[src/rtl/apb_rw_regs.sv]
// APB4 register file: per-register RW flops or RO mirrors, byte strobes, hardware update port, write-notify pulses.
// Latency: pready after WAIT_CYCLES extra access cycles, writes visible one edge later; backpressure via pready_o only.
module apb_rw_regs #(
  parameter int                            ADDR_WIDTH  = 12,
  parameter int                            DATA_WIDTH  = 32,
  parameter int                            N_REGS      = 4,
  parameter logic [N_REGS-1:0]             RO_MASK     = '0,
  parameter logic [N_REGS*DATA_WIDTH-1:0]  RST_VAL     = '0,
  parameter int                            WAIT_CYCLES = 0
) (
  input  logic                           clk_i,
  input  logic                           rst_i,
  input  logic                           psel_i,
  input  logic                           penable_i,
  input  logic                           pwrite_i,
  input  logic [ADDR_WIDTH-1:0]          paddr_i,
  input  logic [DATA_WIDTH-1:0]          pwdata_i,
  input  logic [DATA_WIDTH/8-1:0]        pstrb_i,
  output logic [DATA_WIDTH-1:0]          prdata_o,
  output logic                           pready_o,
  output logic                           pslverr_o,
  input  logic [N_REGS*DATA_WIDTH-1:0]   reg_ro_i,
  input  logic [N_REGS-1:0]              hw_wr_i,
  input  logic [N_REGS*DATA_WIDTH-1:0]   hw_wdata_i,
  output logic [N_REGS*DATA_WIDTH-1:0]   reg_o,
  output logic [N_REGS-1:0]              reg_wr_o
);

  localparam int NBYTES = DATA_WIDTH / 8;
  localparam int OFFS   = $clog2(NBYTES);
  localparam int IDX_W  = (N_REGS > 1) ? $clog2(N_REGS) : 1;
  localparam int CNT_W  = (WAIT_CYCLES > 0) ? $clog2(WAIT_CYCLES + 1) : 1;

  logic [CNT_W-1:0]      cnt;
  logic [ADDR_WIDTH-1:0] word_addr;
  logic [IDX_W-1:0]      idx;
  logic                  in_range;
  logic                  ro_hit;
  logic                  err;
  logic                  access;
  logic                  commit;
  logic [DATA_WIDTH-1:0] rd_mux;
  logic [DATA_WIDTH-1:0] rd_vals [N_REGS];
  logic                  unused_ok;

  // Upper address bits all take part in the range check, so aliases above N_REGS error out.
  assign word_addr = paddr_i >> OFFS;
  assign idx       = word_addr[IDX_W-1:0];
  assign in_range  = (word_addr < ADDR_WIDTH'(N_REGS));

  assign access   = psel_i & penable_i & ~rst_i;
  assign pready_o = access & (cnt == CNT_W'(WAIT_CYCLES));

  always_comb begin
    ro_hit = 1'b0;
    rd_mux = '0;
    for (int i = 0; i < N_REGS; i++) begin
      if (in_range && (idx == IDX_W'(i))) begin
        ro_hit = RO_MASK[i];
        rd_mux = rd_vals[i];
      end
    end
  end

  assign err       = ~in_range | (pwrite_i & ro_hit);
  assign pslverr_o = pready_o & err;
  assign commit    = pready_o & pwrite_i & ~err;
  assign prdata_o  = (pready_o & ~pwrite_i & ~err) ? rd_mux : '0;

  always_ff @(posedge clk_i) begin
    if (rst_i || !psel_i || !penable_i || pready_o) begin
      cnt <= '0;
    end else begin
      cnt <= cnt + 1'b1;
    end
  end

  for (genvar i = 0; i < N_REGS; i++) begin : g_reg
    if (RO_MASK[i]) begin : g_ro
      assign rd_vals[i]                              = reg_ro_i[i*DATA_WIDTH +: DATA_WIDTH];
      assign reg_o[i*DATA_WIDTH +: DATA_WIDTH]       = '0;
      assign reg_wr_o[i]                             = 1'b0;
    end else begin : g_rw
      logic [DATA_WIDTH-1:0] q;
      logic                  wr_q;
      logic                  hit;

      assign hit = commit & (idx == IDX_W'(i));

      // Strobed bytes from APB win; the rest follow a concurrent hardware update.
      always_ff @(posedge clk_i) begin
        if (rst_i) begin
          q    <= RST_VAL[i*DATA_WIDTH +: DATA_WIDTH];
          wr_q <= 1'b0;
        end else begin
          wr_q <= hit;
          for (int b = 0; b < NBYTES; b++) begin
            if (hit && pstrb_i[b]) begin
              q[b*8 +: 8] <= pwdata_i[b*8 +: 8];
            end else if (hw_wr_i[i]) begin
              q[b*8 +: 8] <= hw_wdata_i[i*DATA_WIDTH + b*8 +: 8];
            end
          end
        end
      end

      assign rd_vals[i]                        = q;
      assign reg_o[i*DATA_WIDTH +: DATA_WIDTH] = q;
      assign reg_wr_o[i]                       = wr_q;
    end
  end

  // RO slices of the hardware ports and RW slices of reg_ro_i are intentionally ignored.
  assign unused_ok = ^{reg_ro_i, hw_wdata_i, hw_wr_i};

  if (N_REGS < 1) begin : g_chk_nregs
    $error("apb_rw_regs: N_REGS must be >= 1");
  end
  if ((DATA_WIDTH < 8) || ((DATA_WIDTH & (DATA_WIDTH - 1)) != 0)) begin : g_chk_dw
    $error("apb_rw_regs: DATA_WIDTH must be a power of 2 and >= 8");
  end
  if (WAIT_CYCLES > 15) begin : g_chk_wait
    $error("apb_rw_regs: WAIT_CYCLES must be <= 15");
  end

endmodule
[config.mk]
export PLATFORM = sky130hd
export DESIGN_NAME = apb_rw_regs
export DESIGN_NICKNAME = d
export VERILOG_FILES = /design/src/rtl/apb_rw_regs.sv
export SDC_FILE = /design/constraint.sdc
export NUM_CORES = 1
export LEC_CHECK = 0
export ABC_AREA = 0
export CORE_AREA = 10 10 177 179
export CTS_CLUSTER_DIAMETER = 100
export DETAILED_ROUTE_END_ITERATION = 10
export DIE_AREA = 0 0 187 189
export GPL_TIMING_DRIVEN = 0
export HOLD_SLACK_MARGIN = 0.1
export MAX_ROUTING_LAYER = met4
export SYNTH_ARGS = -nofsm -noshare
export SYNTH_HDL_FRONTEND = slang
export SYNTH_SLANG_ARGS = --single-unit
[constraint.sdc]
create_clock -name clk_i -period 2.3 [get_ports clk_i]
set_input_delay 0.345 -clock clk_i [delete_from_list [all_inputs] [get_ports clk_i]]
set_output_delay 0.345 -clock clk_i [all_outputs]
set_load 0.02 [all_outputs]
======== Yosys cells after proc, flatten, opt, wreduce, memory -nomap -nowiden ========
Index checks and enable logic that the tools add are counted.
word-level totals
  memories kept ........................... 0
  register bits ........................... 133
  memory bits (read-only) ................. 0
  bits in writable memories ............... 0
  latch bits .............................. 0
  output and inout bits ................... 166
cells by class
  muxes and demuxes ....................... 37
  div/mod/pow operators ................... 0
  add/sub/neg operators ................... 1
  order comparisons ....................... 1
  shift-type cells ........................ 0
  bitwise gates (word level) .............. 16
  reductions and logical operators ........ 42
  equality and inequality tests ........... 3
  multipliers ............................. 0
operators by type and width
  kind                                                                    number
  8-bit two-way mux                                                       32
  32-bit two-way mux                                                      5
  2-bit nonzero test                                                      16
  1-bit logical AND                                                       20
  1-bit bitwise AND                                                       12
  10-bit by 3-bit < comparator with 1-bit output (second input constant)  1
  2-bit == test (second input constant)                                   2
  1-bit inverter                                                          4
  1-bit logical OR                                                        3
  2-bit by 1-bit == test with 1-bit output (second input constant)        1
  1-bit logical NOT                                                       2
  2-bit logical NOT                                                       1
  1-bit adder (second input constant)                                     1

======== Depth between registers and ports, before layout ========
Gate-level depths: netlist of the first run.
  depth in word-level cells ............... 8
  depth in mapped cells ................... 6
  mapped depth without buffers ............ 4

======== Worst setup path after synthesis of the first run ========
Ideal clock, no wire load.
  path kind ............................... input port to output port
  start point ............................. input paddr_i[7]
  end point ............................... output prdata_o[10]
  cell stages on the path ................. 4
  data required time ...................... 1,955 ps
  arrival time ............................ 1,975 ps
  path buffers ............................ 1
  setup slack ............................. -20 ps
  path through ............................ or4_4 > or4_1 > clkbuf_1 > nor2b_1
between the ends
  cells in the longest elaborated chain, start to end .. 7
  elaborated cells on any way between the ends .. 11
RTL lines
  element                                             RTL line  source
  start, declared                                     16        input logic [ADDR_WIDTH-1:0] paddr_i,
  10-bit by 3-bit < comparator with 1-bit output (*)  49        assign in_range = (word_addr < ADDR_WIDTH'(N_REGS));
  1-bit logical AND                                   58        if (in_range && (idx == IDX_W'(i))) begin
  32-bit two-way mux (4 in series)                    58
  32-bit two-way mux (*)                              68        assign prdata_o = (pready_o & ~pwrite_i & ~err) ? rd_mux : '0;
  end, declared                                       19        output logic [DATA_WIDTH-1:0] prdata_o,
Mark *: on every way between the ends. The rest lies on a longest branch, timed or not.

======== Worst setup path in the final report of the first run ========
  start point ............................. input paddr_i[4]
  end point ............................... output prdata_o[15]
Same word-level chain as after synthesis.

==> metrics.txt, run 1 <==
status complete, but fails checks; failing checks negative setup slack; Comb pwr share 21.8%; Starting Density 27.9%; type of the worst setup path in -> out; wire per inst 25.3 um; Detailed Place HPWL 27800 um; synth unique cells 29; Layout Nets 1403; core area 0.0276 mm^2; share of layout cells above drive strength 1 27.0%; Hold Crit Class in -> reg; final setup vio count 32; Worst Tran Pin Value 1190 ps; Final min period 2540 ps; die height 189 um; P_int 5.06 mW; Clock Path Buffers 2; startpoint of the most critical hold path hw_wr_i[3]; 1st-pass router iterations 4; Crit path required time 1960 ps; area of the multi-input gates 0.00495 mm^2; launching point of the worst reg2reg path cnt; global route total overflow 0; Static Leakage 5.38 nW; Max-slew headroom 20.6%; switching share of power 27.2%; Register Area 0.00266 mm^2; clock latency on the worst-skew pair 420 ps; vias in the first global route 7685; CTS buffer count 17; CTS H-Tree Depth 4; initial antenna violation count 3; Routed Antenna Nets 0; VDD IR max 0.444 mV; Max FO, Critical Path 8; Placer Congestion 0.816; Post-Syn Instances 712; RSZ-0062 raised after global routing yes; PortBufs 342; crit path from paddr_i[4]; Final Power 6.96 mW; max-slew violation count 0; Root Driver clkbuf_16; worst setup margin -236 ps; pin count of the biggest net entering global routing 17; fillcell total 2734; vias 7018; Max Fclk 0.394 GHz; # clock sinks 133; clock power share 41.5%; via/cell ratio 4.73; final hold vios 0; Rows 61; Power Density 552 mW/mm^2; CP arrival 2190 ps; Flop pwr share 36.8%; max cap viols 0; Die W 187 um; Mapped Nets 1025; crit path capture type output port; period utilization 110%; CP startpoint kind input pin; io pins 479; Reg clk slew, reported paths 60 ps; Sum Neg Setup Slack -5940 ps; Detailed Route WL 37500 um; Post-CTS Hold Buffers 0; DIE AREA 0.0353 mm^2; DRT iter0 DRCs 305; sequential share of the synthesized area 34.5%; area delta synth->final 63.6%; Tot GR Track Use 21.2%; Synth Area per Inst 10.8 um^2; Post-Syn Area 0.00771 mm^2; Seq cells post-synth 133; first-pass GRT wire length 54200 um; DRC errors left 0; Max Clock Skew 5.90 ps; switching pwr 1.89 mW; Yosys warnings 0; CTS tree yes
-- area by class of cell --
class                      count  share of cell area [%]
buffer                        58                    2.79
inverter                       1                  0.0298
tap                          378                    3.75
clock inverter                10                    1.17
timing repair buffer         359                    28.2
multi-input combinational    520                    39.2
sequential                   133                    21.1
clock buffer                  21                    3.65
antenna                        3                  0.0595
-- worst max-delay path: stages --
cell       delay [ps]
buf_8              90
or4_4             530
or4_4             680
clkbuf_16         240
nor2b_1           120
buf_4             160
-- metal layers --
layer / share of wire [%] / global-route usage [%]
met5: 0 / -
met4: 1.4 / 4.93
met3: 5.6 / 5.59
met2: 49 / 35.8
met1: 44 / 24.7
-- worst paths after layout --
path / depth (start not counted) / slack (ps) / endpoint
worst min-delay path: 4 / 520 / g_reg[3].g_rw.q[3]
worst min register to register: 3 / 640 / g_reg[3].g_rw.q[15]
worst max-delay path: 6 / -240 / prdata_o[15]
worst max register to register: 5 / 290 / g_reg[2].g_rw.q[9]
-- power groups by stage --
stage               Sequential, mW  Clock (mW)  Combinational, mW
finish                        2.56        2.88               1.51
global route                  2.57        3.06               1.61
CTS                           2.56        2.97               1.51
detailed placement            2.61           0               1.50
global placement              2.60           0               1.49
floorplan                     2.73           0              0.552
-- cells by family (layout without fill, tap and decap cells) --
group                  Yosys count  count (layout)  synth area share [%]
multiplexers                   288             288                  45.3
AND/OR/NAND/NOR                230             230                  16.7
other                            1               4                0.0486
buffers and inverters           59             449                  3.38
AO/OA/AOI/OAI                    1               1                0.0649
flip-flops                     133             133                  34.5
-- synth_stat cells, drive strengths merged --
| cell type | instances | share of area (%) |
|---|---|---|
| nor3 | 1 | 0.065 |
| a21oi | 1 | 0.065 |
| and4b | 8 | 1.0 |
| conb | 1 | 0.049 |
| nand4bb | 1 | 0.15 |
| nand2 | 1 | 0.049 |
| nor4 | 2 | 0.32 |
| or4 | 6 | 0.63 |
| nor3b | 2 | 0.19 |
| clkbuf | 30 | 1.5 |
| mux4 | 32 | 9.3 |
| inv | 1 | 0.049 |
| dfxtp | 133 | 35 |
| mux2i | 147 | 19 |
| nand2b | 8 | 0.65 |
| nand4 | 17 | 1.9 |
| mux2 | 109 | 17 |
| nor2 | 110 | 5.4 |
| nor4bb | 4 | 0.52 |
| or2 | 19 | 1.5 |
| buf | 28 | 1.9 |
| and4 | 3 | 0.34 |
| nor2b | 48 | 3.9 |
-- cell usage in the layout (no fill, tap or decap), drive strengths merged, types with 2 or more instances in the layout --
cell type and count:
mux2 109, nand4 17, dlygate4sd2 2, nor2b 48, or2 19, nor4bb 4, clkbuf 57, nor4 2
and4b 8, bufinv 3, nor2 110, nor3b 2, clkinvlp 3, clkinv 2, nand2b 8, buf 80
mux2i 147, dfxtp 133, or4 6, inv 3, mux4 32, and4 3, diode 3, clkdlybuf4s50 299
-- through the flow --
stage | util, % | std cells | hold slack (ps) | cell area, um^2 | worst slack (ps)
final | 45.6 | 1483 | 518 | 12600 | -236
after global routing | 45.6 | 1483 | 560 | 12600 | -267
after CTS | 44.8 | 1472 | 508 | 12400 | -305
after detailed placement | 42.0 | 1432 | 625 | 11600 | -1550
after global placement | 42.0 | 1432 | 620 | 11600 | -1570
after floorplan | - | 712 | 470 | 7710 | -20.3
-- registers in the layout (all words and copies together), names as in the netlist --
name,flops
g.g_rw.q,128
cnt,1
g.g_rw.wr_q,4
-- repair_timing --
| item | CTS | global route |
|---|---|---|
| setup buffers | 6 | 8 |
| pin swaps | 7 | 6 |
| setup endpoints to repair | 125 | 44 |
| cloned | 3 | 0 |
| gates resized for setup | 216 | 70 |
Note: power is estimated with default switching activity, not from simulation.
==> run 2: changes to the inputs <==
Settings changed: ABC_AREA 0 to 1, CAP_MARGIN set to 20, CORE_AREA 10 10 177 179 to 10 10 180 182, DIE_AREA 0 0 187 189 to 0 0 190 192, PLACE_DENSITY set to 0.66.
Clock period 2.3 ns to 2.15 ns, I/O delays scaled along.
==> run 2 against run 1 <==
  * The flow still finishes with violations (negative setup slack)
  * Utilization is 1.7 points higher
  * Flip-flop and latch count stayed put
  * First-iteration DRC count grew to 4.2 times the previous value
  * Critical path type is now reg -> out
  * Largest power group unchanged
==> metrics.txt, run 2 <==
status complete, but fails checks; failing checks negative setup slack; DRT iter0 DRCs 1295; cells on worst reg2reg path 10; CTS tree yes; Yosys warnings 0; initial antenna violation count 7; VDD IR max 0.405 mV; Post-synth EDFFs 0; # clock sinks 133; Mapped Nets 1679; most area-hungry cell type in the Yosys netlist dfxtp_1; period utilization 102%; Post-Syn Instances 1366; Die W 190 um; synth top area cells dfxtp_1, nand2_1, nand3_1; Hold WS 304 ps; Worst Tran Pin Value 970 ps; final setup vio count 20; Seq cells post-synth 133; Post-synth ARST share 0%; pin count of the biggest net entering global routing 17; Post-synth top flop dfxtp_1; Placer Congestion 0.950; sequential share of the synthesized area 32.0%; Static Leakage 6.02 nW; Final min period 2190 ps; number of flip-flops in the largest register 128; Largest regs g.g_rw.q x128, g.g_rw.wr_q x4, cnt x1; launching point of the worst reg2reg path cnt; most common cell after layout, fill and taps aside nand2_1; CTS buffer count 17; Reg clk slew, reported paths 60 ps; Synth Area per Inst 6.09 um^2; Rows 62; synth unique cells 27; Commonest cells post-synth nand2_1, nand3_1, dfxtp_1; Root Driver clkbuf_16; global route total overflow 0; crit path from cnt; share of layout cells above drive strength 1 13.1%; Post-CTS Hold Buffers 0; core area 0.0286 mm^2; Max-slew headroom 35.3%; Post-Syn Area 0.00832 mm^2; CTS H-Tree Depth 4; RSZ-0062 raised after global routing yes; FF-to-FF End g_reg[3].g_rw.q[25]; Max Fclk 0.456 GHz; PortBufs 340; worst setup margin -44.5 ps; first-pass GRT wire length 71200 um; Biggest register g.g_rw.q; Starting Density 29.1%; Detailed Route WL 51000 um; CP startpoint kind flip-flop; Routed Antenna Nets 0; io pins 479; Detailed Place HPWL 39100 um; Layout Nets 2067; vias 11500; Tot GR Track Use 26.8%; DRC errors left 0; Power Density 551 mW/mm^2; pre-CTS setup slack -1840 ps; type of the worst setup path reg -> out; Crit path required time 1830 ps; clock latency on the worst-skew pair 430 ps; wire per inst 23.6 um; Setup crit end prdata_o[9]; max-slew violation count 0; max cap viols 0; CP arrival 1870 ps; final hold vios 0; via/cell ratio 5.34; commonest cells after routing, fill and taps aside nand2_1, clkdlybuf4s50_1, nand3_1, dfxtp_1, a21oi_1; area delta synth->final 62.9%; share of the synthesized area in the top cell type 32.0%; crit path capture type output port; Max FO, Critical Path 5; die height 192 um; R2R setup slack 100 ps; vias in the first global route 11100; Max Clock Skew 6.10 ps; Hold Crit Class in -> reg; Clock Path Buffers 2; DIE AREA 0.0365 mm^2; 1st-pass router iterations 5; count leader, synth nand2_1
-- run 2: changes by cell type after synthesis, moves of 48 or more --
cell	delta
mux2_2	-84
mux2i_1	-147
nand3_1	+160
nand2_1	+548
a21oi_1	+127
nand4_1	+87
nor2b_1	-48
-- run 2: kinds of logic (layout without fill, tap and decap cells) --
group / Yosys count / in the layout / synth area share, %
flops: 133 / 133 / 32.0
buf+inv: 167 / 568 / 8.65
compound gates: 160 / 160 / 9.63
simple gates: 905 / 905 / 49.7
other cells: 1 / 8 / 0.0451
-- run 2: cell type report --
type / instances / area (um^2)
Inverter: 46 / 176
Multi-Input combinational cell: 1066 / 5140
Timing Repair Buffer: 369 / 3700
Antenna cell: 7 / 17.5
Clock inverter: 12 / 179
Tap cell: 384 / 480
Buffer: 121 / 751
Fill cell: 2926 / 15100
Sequential cell: 133 / 2660
Clock buffer: 20 / 447
-- run 2: worst min-delay path by stage --
| stage | from | to | slack, ps | depth (start not counted) |
|---|---|---|---|---|
| 4_1_cts | pstrb_i[2] | g_reg[2].g_rw.q[17] | 380 | 4 |
| 6_report | paddr_i[3] | g_reg[0].g_rw.wr_q | 300 | 4 |
| 5_1_grt | paddr_i[3] | g_reg[0].g_rw.wr_q | 310 | 4 |
| 2_1_floorplan | paddr_i[2] | g_reg[1].g_rw.wr_q | 520 | 2 |
| 3_3_place_gp | g_reg[1].g_rw.q[0] | g_reg[1].g_rw.q[0] | 480 | 2 |
| 3_5_place_dp | g_reg[3].g_rw.q[18] | g_reg[3].g_rw.q[18] | 490 | 2 |
-- run 2: through the flow --
stage | util, % | TNS, ps | std cells | total power [mW] | instance area (um^2)
after floorplan | - | 0 | 1366 | 3.35 | 8320
after global placement | 42.6 | -126150 | 2090 | 4.22 | 12200
after detailed placement | 42.6 | -124500 | 2090 | 4.23 | 12200
after CTS | 46.1 | -4780 | 2143 | 7.41 | 13200
after global routing | 47.4 | -2270 | 2158 | 7.64 | 13600
final | 47.4 | -521 | 2158 | 7.47 | 13600
-- run 2: metal layers --
| metal | routed length [um] | part of all wire (%) | GRT usage [%] |
|---|---|---|---|
| met5 | 0 | 0 | - |
| met3 | 5110 | 10 | 6.64 |
| met1 | 20100 | 39 | 31.7 |
| met2 | 23700 | 47 | 43.0 |
| met4 | 2020 | 4.0 | 10.2 |
-- run 2: timing repair --
item	4_1_cts	5_1_grt
setup buffers	18	2
hold endpoints to repair	0	0
gates cloned	3	6
gates resized for setup	252	95
setup endpoints to repair	155	141
pin swaps	26	36
-- run 2: worst max-delay path, cell delays in order (launching register included) --
cell and delay [ps]:
dfxtp_1 300, nor2_2 100, nand2_2 90, nor4_4 210, buf_6 220, clkbuf_16 180, o21ai_2 60, nor2_2 140
buf_6 140
-- run 2: report_power, final --
group          internal, mW  switching [mW]  leakage, nW
combinational         0.664           0.834         4.63
clock                  1.98            1.26        0.296
sequential             2.60           0.136         1.10
==> run 3: changes to the inputs <==
Settings changed: CORE_AREA 10 10 180 182 to 10 10 177 179, DIE_AREA 0 0 190 192 to 0 0 187 189, DONT_BUFFER_PORTS set to 1, PLACE_DENSITY 0.66 to unset.
==> run 3 against run 2 <==
  * The flow still finishes with violations (negative setup slack)
  * Total power down 11%
  * Critical path depth is 1 lower
  * Count of clock-buffer cells in the layout increased by 2
  * Flip-flop and latch count did not move
  * Highest routed layer unchanged
  * Critical endpoint unchanged
==> metrics.txt, run 3 (synthesis gave the netlist of run 2 again) <==
CTS buffer count 17; CP arrival 1870 ps; initial antenna violation count 6; crit path capture type output port; Worst Tran Pin Value 972 ps; Reg clk slew, reported paths 60 ps; Starting Density 30.1%; Post-Layout Cell Count 1806; Largest regs g.g_rw.q x128, g.g_rw.wr_q x4, cnt x1; Max Fclk 0.457 GHz; Static Leakage 4.50 nW; # clock sinks 133; DIE AREA 0.0353 mm^2; wl on met1 19400 um; PortBufs 0; worst path bufs/invs 2; first-pass GRT wire length 69300 um; 1st-pass router iterations 5; Routed Antenna Nets 0; worst setup margin -39.7 ps; die height 189 um; R2R setup slack 150 ps; clock latency on the worst-skew pair 430 ps; core area 0.0276 mm^2; io pins 479; Max FO, Critical Path 5; startpoint of the most critical hold path hw_wdata_i[4]; Register Area 0.00266 mm^2; final hold vios 0; Post-Place Cells 1744; hold depth 4; DRT iter0 DRCs 949; top sig layer met4; CP max-delay cell dfxtp_1; pin count of the biggest net entering global routing 17; Max Clock Skew 7.10 ps; DRC errors left 0; Rows 61; Power Density 665 mW/mm^2; Core Util, Final 36.2%; routed wl met2 22800 um; Clock Path Buffers 2; status complete, but fails checks; failing checks negative setup slack; Max-slew headroom 35.2%; global route total overflow 0; vias in the first global route 9808; Placer Congestion 0.946; met3 WL post-DR 5670 um; Detailed Place HPWL 38200 um; Top delay family on crit path simple AND/OR/NAND/NOR gates; vias 10200; CTS H-Tree Depth 4; max cap viols 0; CTS tree yes; commonest cells after routing, fill and taps aside nand2_1, nand3_1, dfxtp_1, a21oi_1, nand4_1; launching point of the worst reg2reg path cnt; VDD IR max 0.492 mV; Crit path required time 1830 ps; Biggest register g.g_rw.q; fillcell total 3112; final setup vio count 7; most common cell after layout, fill and taps aside nand2_1; Die W 187 um; type of the worst setup path reg -> out; Min-Delay Endpoint g_reg[0].g_rw.q[4]; Layout Nets 1722; cells on worst reg2reg path 10; CP startpoint kind flip-flop; period utilization 102%; crit path cell chain nor2_2, nand2_2, nor4_4, buf_6, clkbuf_16, o21ai_1, nor2_2; RSZ-0062 raised after global routing yes; pre-CTS setup slack -1060 ps; most frequent CP cell nor2_2; FF-to-FF End g_reg[2].g_rw.q[14]; max-slew violation count 0; wire per inst 27.3 um; number of flip-flops in the largest register 128; area delta synth->final 20.2%; share of layout cells above drive strength 1 13.7%; slowest cell delay on critical path 300 ps; Detailed Route WL 49400 um; Final min period 2190 ps; Tot GR Track Use 27.2%; Root Driver clkbuf_16; area of the multi-input gates 0.00524 mm^2; Hold Crit Class in -> reg; via/cell ratio 5.66
-- run 3: changes by cell type in the layout (fill, tap and decap cells not counted), moves of 6 or more --
cell and change:
buf_12 -8, buf_4 -17, buf_6 -11, clkbuf_16 -7, clkbuf_2 -12, clkbuf_4 +8, clkdlybuf4s50_1 -293, nand2_1 +12
nand2_2 -7, nor2_1 -21, nor2_4 +16, o21ai_2 +6
-- run 3: timing repair --
item / in CTS / in global routing
pin swaps: 18 / 19
setup buffers: 13 / 9
cloned: 1 / 1
setup endpoints to repair: 32 / 142
hold buffers: 0 / 0
gates resized for setup: 102 / 48
-- run 3: where the power goes --
group | switching, mW | leakage (nW) | total, mW | internal (mW)
Clock | 1.24 | 0.276 | 3.00 | 1.76
Combinational | 0.520 | 3.13 | 0.710 | 0.190
Sequential | 0.343 | 1.10 | 2.94 | 2.60
Total | 2.10 | 4.50 | 6.65 | 4.55
-- run 3: layer usage --
| layer | vias up | global-route usage, % |
|---|---|---|
| met1 | 4850 | 32.3 |
| met3 | 86 | 8.20 |
| li1 | 4625 | - |
| met5 | - | - |
| met2 | 657 | 43.1 |
| met4 | 0 | 9.37 |
-- run 3: how the worst max path moves through the flow --
| stage | from | slack, ps | endpoint | cells past startpoint |
|---|---|---|---|---|
| detailed placement | paddr_i[8] | -1060 | prdata_o[10] | 6 |
| global route | cnt | -110 | prdata_o[9] | 7 |
| floorplan | paddr_i[8] | 140 | prdata_o[10] | 8 |
| global placement | paddr_i[8] | -1060 | prdata_o[10] | 6 |
| finish | cnt | -40 | prdata_o[9] | 7 |
| CTS | cnt | -130 | prdata_o[9] | 7 |
-- run 3: per-stage QoR --
| stage | hold WS, ps | cell area (um^2) | TNS (ps) | total power [mW] |
|---|---|---|---|---|
| after floorplan | 520 | 8320 | 0 | 3.35 |
| after global routing | 135 | 10000 | -1740 | 6.81 |
| final | 127 | 10000 | -148 | 6.65 |
| after CTS | 118 | 9750 | -2360 | 6.61 |
| after global placement | 560 | 8790 | -33250 | 3.65 |
| after detailed placement | 562 | 8790 | -34760 | 3.66 |
-- run 3: final cells by class --
class	count	share of cell area, %
Multi-Input combinational cell	1066	52.4
Sequential cell	133	26.6
Buffer	121	6.48
Inverter	46	1.76
Clock buffer	22	4.64
Tap cell	378	4.73
Antenna cell	7	0.175
Clock inverter	9	1.04
Timing Repair Buffer	24	2.10
-- run 3: worst min-delay path, stage by stage --
cell,delay [ps]
nand2_1,30
nand2_1,40
nand2_1,50
a21oi_1,50
